==> src/rtl/group_mac_pkg.sv <==
// Shared types and the saturating-add helper for the streaming group MAC.
// All per-lane arithmetic funnels through sat_add so both number modes saturate identically.
package group_mac_pkg;

    localparam int SAT_W          = 64;
    localparam int MAX_ACC_WIDTH  = SAT_W - 1;
    localparam int MIN_PIPE_DEPTH = 1;
    localparam int MAX_PIPE_DEPTH = 4;

    localparam logic signed [SAT_W:0] SAT_ONE = {{SAT_W{1'b0}}, 1'b1};

    typedef struct packed {
        logic valid;
        logic last;
        logic sgn;
    } beat_t;

    typedef struct packed {
        logic [SAT_W-1:0] sum;
        logic             ovf;
    } sat_res_t;

    // Operands arrive already extended to SAT_W bits in the requested mode.
    function automatic sat_res_t sat_add(
        input logic [SAT_W-1:0] value,
        input logic [SAT_W-1:0] addend,
        input int               width,
        input logic             is_signed
    );
        logic signed [SAT_W:0] v_x;
        logic signed [SAT_W:0] a_x;
        logic signed [SAT_W:0] s;
        logic signed [SAT_W:0] hi;
        logic signed [SAT_W:0] lo;
        sat_res_t              res;
        if (is_signed) begin
            v_x = $signed({value[SAT_W-1], value});
            a_x = $signed({addend[SAT_W-1], addend});
            hi  = (SAT_ONE <<< (width - 1)) - SAT_ONE;
            lo  = -(SAT_ONE <<< (width - 1));
        end else begin
            v_x = $signed({1'b0, value});
            a_x = $signed({1'b0, addend});
            hi  = (SAT_ONE <<< width) - SAT_ONE;
            lo  = '0;
        end
        s       = v_x + a_x;
        res.sum = s[SAT_W-1:0];
        res.ovf = 1'b0;
        if (s > hi) begin
            res.sum = hi[SAT_W-1:0];
            res.ovf = 1'b1;
        end else if (s < lo) begin
            res.sum = lo[SAT_W-1:0];
            res.ovf = 1'b1;
        end else begin
            res.ovf = 1'b0;
        end
        return res;
    endfunction

endpackage

==> src/rtl/group_mac_stream_lane.sv <==
// One MAC lane: operand register, optional product registers, saturating accumulator
// with sticky overflow, and the lane's slot of the frame-result register.
module mac_lane
    import group_mac_pkg::*;
#(
    parameter int IMG_WIDTH  = 16,
    parameter int KER_WIDTH  = 16,
    parameter int ACC_WIDTH  = 40,
    parameter int PIPE_DEPTH = 2
) (
    input  logic                 clk,
    input  logic                 rst,
    input  logic                 i_en,
    input  logic                 i_mul_sgn,
    input  logic                 i_acc_val,
    input  logic                 i_acc_last,
    input  logic                 i_acc_sgn,
    input  logic [IMG_WIDTH-1:0] i_img,
    input  logic [KER_WIDTH-1:0] i_ker,
    output logic [ACC_WIDTH-1:0] o_data,
    output logic                 o_ovf
);

    localparam int PROD_W = IMG_WIDTH + KER_WIDTH;

    logic [IMG_WIDTH-1:0] r_img;
    logic [KER_WIDTH-1:0] r_ker;
    logic [PROD_W-1:0]    w_img_x;
    logic [PROD_W-1:0]    w_ker_x;
    logic [PROD_W-1:0]    w_prod_mul;
    logic [PROD_W-1:0]    w_prod_acc;
    logic [SAT_W-1:0]     w_acc_x;
    logic [SAT_W-1:0]     w_prod_x;
    sat_res_t             w_sat;
    logic [ACC_WIDTH-1:0] w_sum;
    logic                 w_unused_sum_hi;
    logic [ACC_WIDTH-1:0] r_acc;
    logic                 r_sticky;
    logic [ACC_WIDTH-1:0] r_data;
    logic                 r_ovf;

    // Operand capture; bubbles are tracked by the top's valid bits, so data loads freely.
    always_ff @(posedge clk) begin
        if (rst) begin
            r_img <= '0;
            r_ker <= '0;
        end else if (i_en) begin
            r_img <= i_img;
            r_ker <= i_ker;
        end
    end

    // Extending both operands to the product width makes one multiplier serve both modes.
    always_comb begin
        if (i_mul_sgn) begin
            w_img_x = {{KER_WIDTH{r_img[IMG_WIDTH-1]}}, r_img};
            w_ker_x = {{IMG_WIDTH{r_ker[KER_WIDTH-1]}}, r_ker};
        end else begin
            w_img_x = {{KER_WIDTH{1'b0}}, r_img};
            w_ker_x = {{IMG_WIDTH{1'b0}}, r_ker};
        end
        w_prod_mul = w_img_x * w_ker_x;
    end

    generate
        if (PIPE_DEPTH == 1) begin : g_no_preg
            assign w_prod_acc = w_prod_mul;
        end else begin : g_preg
            logic [PROD_W-1:0] r_prod [PIPE_DEPTH-1];

            // Product delay line matching the control pipeline depth.
            always_ff @(posedge clk) begin
                if (rst) begin
                    for (int s = 0; s < PIPE_DEPTH - 1; s++) begin
                        r_prod[s] <= '0;
                    end
                end else if (i_en) begin
                    r_prod[0] <= w_prod_mul;
                    for (int s = 1; s < PIPE_DEPTH - 1; s++) begin
                        r_prod[s] <= r_prod[s-1];
                    end
                end
            end

            assign w_prod_acc = r_prod[PIPE_DEPTH-2];
        end
    endgenerate

    // Extend accumulator and product in the mode of the beat being accumulated.
    always_comb begin
        if (i_acc_sgn) begin
            w_acc_x  = {{(SAT_W-ACC_WIDTH){r_acc[ACC_WIDTH-1]}}, r_acc};
            w_prod_x = {{(SAT_W-PROD_W){w_prod_acc[PROD_W-1]}}, w_prod_acc};
        end else begin
            w_acc_x  = {{(SAT_W-ACC_WIDTH){1'b0}}, r_acc};
            w_prod_x = {{(SAT_W-PROD_W){1'b0}}, w_prod_acc};
        end
        w_sat = sat_add(w_acc_x, w_prod_x, ACC_WIDTH, i_acc_sgn);
    end

    assign w_sum           = w_sat.sum[ACC_WIDTH-1:0];
    assign w_unused_sum_hi = ^w_sat.sum[SAT_W-1:ACC_WIDTH];

    // Accumulate; a last beat publishes the sum and restarts the frame on the same edge.
    always_ff @(posedge clk) begin
        if (rst) begin
            r_acc    <= '0;
            r_sticky <= 1'b0;
            r_data   <= '0;
            r_ovf    <= 1'b0;
        end else if (i_en && i_acc_val) begin
            if (i_acc_last) begin
                r_data   <= w_sum;
                r_ovf    <= r_sticky | w_sat.ovf;
                r_acc    <= '0;
                r_sticky <= 1'b0;
            end else begin
                r_acc    <= w_sum;
                r_sticky <= r_sticky | w_sat.ovf;
            end
        end
    end

    assign o_data = r_data;
    assign o_ovf  = r_ovf;

endmodule

==> src/rtl/group_mac_stream.sv <==
// Streaming group MAC: GROUP_NB lanes accumulate image x kernel over a frame ended by in_last,
// then present saturated sums, overflow flags and beat count behind a valid/ready register.
module group_mac_stream
    import group_mac_pkg::*;
#(
    parameter int GROUP_NB   = 4,
    parameter int IMG_WIDTH  = 16,
    parameter int KER_WIDTH  = 16,
    parameter int ACC_WIDTH  = 40,
    parameter int PIPE_DEPTH = 2,
    parameter int CNT_WIDTH  = 16
) (
    input  logic                          clk,
    input  logic                          rst,
    input  logic [GROUP_NB*IMG_WIDTH-1:0] img,
    input  logic [GROUP_NB*KER_WIDTH-1:0] ker,
    input  logic                          cfg_signed,
    input  logic                          in_val,
    input  logic                          in_last,
    output logic                          in_rdy,
    output logic                          out_val,
    input  logic                          out_rdy,
    output logic [GROUP_NB*ACC_WIDTH-1:0] out_data,
    output logic [GROUP_NB-1:0]           out_ovf,
    output logic [CNT_WIDTH-1:0]          out_cnt
);

    generate
        if (ACC_WIDTH < IMG_WIDTH + KER_WIDTH + 1 || ACC_WIDTH > MAX_ACC_WIDTH ||
            PIPE_DEPTH < MIN_PIPE_DEPTH || PIPE_DEPTH > MAX_PIPE_DEPTH) begin : g_bad_params
            $error("group_mac_stream: illegal ACC_WIDTH or PIPE_DEPTH");
        end
    endgenerate

    logic                 w_stall;
    logic                 w_en;
    beat_t                r_pipe [PIPE_DEPTH];
    beat_t                w_acc_beat;
    logic                 w_acc_fire;
    logic                 w_frame_end;
    logic [CNT_WIDTH-1:0] r_cnt;
    logic [CNT_WIDTH-1:0] r_out_cnt;
    logic [CNT_WIDTH-1:0] w_cnt_inc;
    logic                 r_out_val;

    // A held result freezes the whole datapath; in_rdy mirrors that combinationally.
    assign w_stall     = r_out_val & ~out_rdy;
    assign w_en        = ~w_stall;
    assign in_rdy      = ~rst & ~w_stall;
    assign w_acc_beat  = r_pipe[PIPE_DEPTH-1];
    assign w_acc_fire  = w_en & w_acc_beat.valid;
    assign w_frame_end = w_acc_fire & w_acc_beat.last;
    assign w_cnt_inc   = (&r_cnt) ? r_cnt : r_cnt + {{(CNT_WIDTH-1){1'b0}}, 1'b1};

    // Control pipeline; while enabled and out of reset, in_val equals the accept strobe.
    always_ff @(posedge clk) begin
        if (rst) begin
            for (int s = 0; s < PIPE_DEPTH; s++) begin
                r_pipe[s] <= '0;
            end
        end else if (w_en) begin
            r_pipe[0].valid <= in_val;
            r_pipe[0].last  <= in_last;
            r_pipe[0].sgn   <= cfg_signed;
            for (int s = 1; s < PIPE_DEPTH; s++) begin
                r_pipe[s] <= r_pipe[s-1];
            end
        end
    end

    // Beat counter, published and cleared together with the lane sums.
    always_ff @(posedge clk) begin
        if (rst) begin
            r_cnt     <= '0;
            r_out_cnt <= '0;
        end else if (w_acc_fire) begin
            if (w_acc_beat.last) begin
                r_out_cnt <= w_cnt_inc;
                r_cnt     <= '0;
            end else begin
                r_cnt <= w_cnt_inc;
            end
        end
    end

    // Result valid: a new frame end outranks a same-edge consume.
    always_ff @(posedge clk) begin
        if (rst) begin
            r_out_val <= 1'b0;
        end else if (w_frame_end) begin
            r_out_val <= 1'b1;
        end else if (out_rdy) begin
            r_out_val <= 1'b0;
        end
    end

    generate
        for (genvar g = 0; g < GROUP_NB; g++) begin : g_lane
            mac_lane #(
                .IMG_WIDTH (IMG_WIDTH),
                .KER_WIDTH (KER_WIDTH),
                .ACC_WIDTH (ACC_WIDTH),
                .PIPE_DEPTH(PIPE_DEPTH)
            ) u_lane (
                .clk       (clk),
                .rst       (rst),
                .i_en      (w_en),
                .i_mul_sgn (r_pipe[0].sgn),
                .i_acc_val (w_acc_beat.valid),
                .i_acc_last(w_acc_beat.last),
                .i_acc_sgn (w_acc_beat.sgn),
                .i_img     (img[g*IMG_WIDTH +: IMG_WIDTH]),
                .i_ker     (ker[g*KER_WIDTH +: KER_WIDTH]),
                .o_data    (out_data[g*ACC_WIDTH +: ACC_WIDTH]),
                .o_ovf     (out_ovf[g])
            );
        end
    endgenerate

    assign out_val = r_out_val;
    assign out_cnt = r_out_cnt;

endmodule

==> config.mk <==
export PLATFORM = sky130hd
export DESIGN_NAME = group_mac_stream
export DESIGN_NICKNAME = d
export VERILOG_FILES = /design/src/rtl/group_mac_pkg.sv /design/src/rtl/group_mac_stream_lane.sv /design/src/rtl/group_mac_stream.sv
export SDC_FILE = /design/constraint.sdc
export NUM_CORES = 2
export LEC_CHECK = 0
export BUFFER_PORTS_ARGS = -buffer_cell sky130_fd_sc_hd__buf_2
export CAP_MARGIN = 10
export CORE_UTILIZATION = 50
export DETAILED_ROUTE_END_ITERATION = 10
export PLACE_DENSITY_LB_ADDON = 0.2
export SYNTH_ARGS = -nofsm -noshare
export SYNTH_HDL_FRONTEND = slang
export SYNTH_SLANG_ARGS = --single-unit
==> constraint.sdc <==
create_clock -name clk -period 7.6 [get_ports clk]
set_clock_uncertainty 0.2 [all_clocks]
set_input_delay 1.14 -clock clk [delete_from_list [all_inputs] [get_ports clk]]
set_output_delay 1.14 -clock clk [all_outputs]
set_load 0.03 [all_outputs]
==> impl_metrics.py <==
metrics = {
    "synthesis": {
        "syn_inst": 8946,
        "synth_area_sq_um": 83700,
        "synth_ff_type": "dfxtp_1",
        "synth_cell_type_count": 88,
        "synth_nets": 11200,
        "synth_area_per_cell_sq_um": 9.35,
        "yosys_warnings": 0,
        "synth_top_area_share_pct": 32.1,
        "seq_area_frac_synth_pct": 16.5,
        "ys_seq_elements": 623,
        "async_flop_share_pct": 0,
        "synth_edf_count": 134,
        "synth_top_area_cell": "fa_1",
        "synth_area_leaders": "fa_1, ha_1, dfxtp_1",
    },
    "clocking": {
        "clkLatencyLatePin_ps": 750,
        "cts_tree": "done",
        "htreeDepth": 3,
        "cts_max_path_buffers": 3,
        "cts.sink_count": 623,
        "cts-root-buf": "clkbuf_16",
        "cts.clk_slew.worst_paths_ps": 70,
        "cts_inserted_buffers": 78,
    },
    "worst_setup_path": {
        "cp_slowest_cell": "fa_2",
        "worstPathRequired_ps": 7870,
        "cp-start-kind": "flip-flop",
        "crit_path_end_kind": "flip-flop",
        "path_class": "flip-flop to flip-flop",
        "crit_top_cell": "fa_1",
        "cp_max_fo": 5,
        "slowest_delay_ps": 550,
        "cp.arrival_ps": 7780,
    },
    "run_status": {
        "run_status": "finished clean",
    },
    "run": {
        "drv_cap": 0,
    },
    "die": {
        "rows": 149,
        "die_w_microns": 411,
        "die_y_microns": 411,
        "start_util_pct": 50.5,
        "core-area_sq_um": 166000,
        "ios": 316,
        "die-area_sq_um": 169000,
    },
    "route": {
        "ant_nets": 0,
        "drtIter0Drc": 4906,
        "routed_wl_microns": 238000,
        "drc": 0,
        "num_vias": 64500,
        "vias_per_cell": 5.59,
        "first_pass_iters": 6,
        "wl_per_cell_microns": 20.6,
    },
    "finish": {
        "drive_gt1_share_pct": 11.5,
        "final_common_cell": "inv_1",
        "final_core_util_pct": 56.2,
        "syn_to_final_growth_pct": 11.3,
        "layout_common_cells": "inv_1, fa_1, nand2_1, ha_1, and2_1",
        "nets": 11500,
    },
    "global_route": {
        "grtUsageTotal_pct": 28.2,
        "grt_max_degree": 161,
        "grt_pass1_wl_microns": 373000,
        "grt-ovfl-total": 0,
        "antenna_found_initial": 25,
        "grt_pass1_vias": 65900,
    },
    "timing": {
        "fmaxAchievable_ghz": 0.133,
        "maxSlewHeadroom_pct": 21.1,
        "rsz0062_at_grt": "true",
        "setup_viol": 0,
        "fin_hold_ws_ps": 248,
        "slew_viol_final": 0,
        "worst_pin_slew_ps": 1180,
        "fin_crit_ps": 7500,
        "post-route-period-util_pct": 98.7,
        "hold_viol": 0,
    },
    "place": {
        "place_congestion": 0.938,
        "io_buffer_count": 315,
        "place_hpwl_microns": 194000,
    },
    "power": {
        "ir_drop_uv": 174,
        "p_per_area_nw_per_um2": 165,
        "power.leakage_nw": 46.0,
    },
    "min_path": {
        "hp-class": "flip-flop to flip-flop",
    },
}
[state kept, by name (all words and copies together), names as in the netlist]
register / cells
g_lane.u_lane.r_acc: 160
g_lane.u_lane.r_ker: 64
out_val: 1
r_pipe: 6
r_cnt: 16
g_lane.u_lane.g_preg.r_prod: 128
g_lane.u_lane.r_img: 64
out_cnt: 16
g_lane.u_lane.o_ovf: 4
g_lane.u_lane.o_data: 160
g_lane.u_lane.r_sticky: 4
[synthesized netlist by cell type, types with 117 or more instances]
cell         n
xnor2_1    300
nand2_1    780
and2_1     746
a21o_1     125
a21oi_1    347
o21ai_0    387
inv_1     1378
nor2_1     333
xor2_1     117
clkbuf_1   428
and3_1     125
dfxtp_1    489
ha_1       784
a22o_1     210
fa_1      1340
edfxtp_1   134
[area by class of cell]
type,instances,area (sq um)
well taps,2189,2740
fillers,14700,72400
repair buffers,689,4670
flip-flops and latches,623,13900
inverters,1381,5200
multi-input cells,6499,64000
clock inverters,40,438
diodes,2,5.00
clock buffers,105,2170
[metal layers]
layer / global-route usage, % / vias to the layer above / wire [microns]
li1: - / 29700 / -
met1: 40.8 / 32300 / 109000
met2: 43.8 / 2092 / 105000
met3: 4.77 / 326 / 17900
met4: 7.06 / 28 / 5820
met5: 0 / - / 170
[power by group]
part           internal, mW  switching (mW)  total (mW)
clock                  2.15            1.72        3.87
combinational          3.08            4.30        7.38
sequential             3.76           0.365        4.13
total                  9.00            6.38        15.4
[path summary, 6_finish.rpt]
| kind | startpoint | end | slack [ps] | cells after the start |
|---|---|---|---|---|
| setup / recovery | r_pipe[0][0] | g_lane[3].u_lane.g_preg.r_prod[0][30] | 100 | 30 |
| hold / removal | g_lane[1].u_lane.o_ovf | g_lane[1].u_lane.o_ovf | 250 | 2 |
| setup reg to reg | r_pipe[0][0] | g_lane[3].u_lane.g_preg.r_prod[0][30] | 100 | 30 |
| hold reg to reg | g_lane[1].u_lane.o_ovf | g_lane[1].u_lane.o_ovf | 250 | 2 |
[worst max-delay path: cells and delay by family, from the launching register on]
kind                       cells  cell delay [ps]
buffers and inverters          7              550
adders and majority gates      9             4190
DFF                            1              400
AOI/OAI and AO/OA              7             1220
xor gates and xnor gates       1              160
and+or+nand+nor                6              490
[per-stage QoR]
step / std cells / setup WS, ps / area (sq um) / total power [mW] / TNS (ps)
2_1_floorplan: 8946 / -30.8 / 83800 / 8.86 / -30.8
3_3_place_gp: 11300 / -736 / 89200 / 11.0 / -41990
3_5_place_dp: 11300 / -765 / 89200 / 11.2 / -45690
4_1_cts: 11500 / 3.24 / 91900 / 15.1 / 0
5_1_grt: 11500 / -261 / 93100 / 16.5 / -2100
6_report: 11500 / 96.0 / 93100 / 15.4 / 0
[kinds of logic after synthesis]
family          Yosys count  share of synthesized area, %
compound gates         1544                          12.4
mux                       9                         0.109
fa+ha+maj              2124                          43.8
flops                   623                          16.5
simple gates           2404                          14.6
xor+xnor                417                          4.36
buf+inv                1825                          8.22
[repair_timing]
item	in CTS	in global routing
resized for setup	19	241
hold buffers	0	0
setup endpoints to repair	85	212
gates cloned	0	3
pin swaps	2	121
setup buffers	0	38
Power figures use the tool's default switching activity.
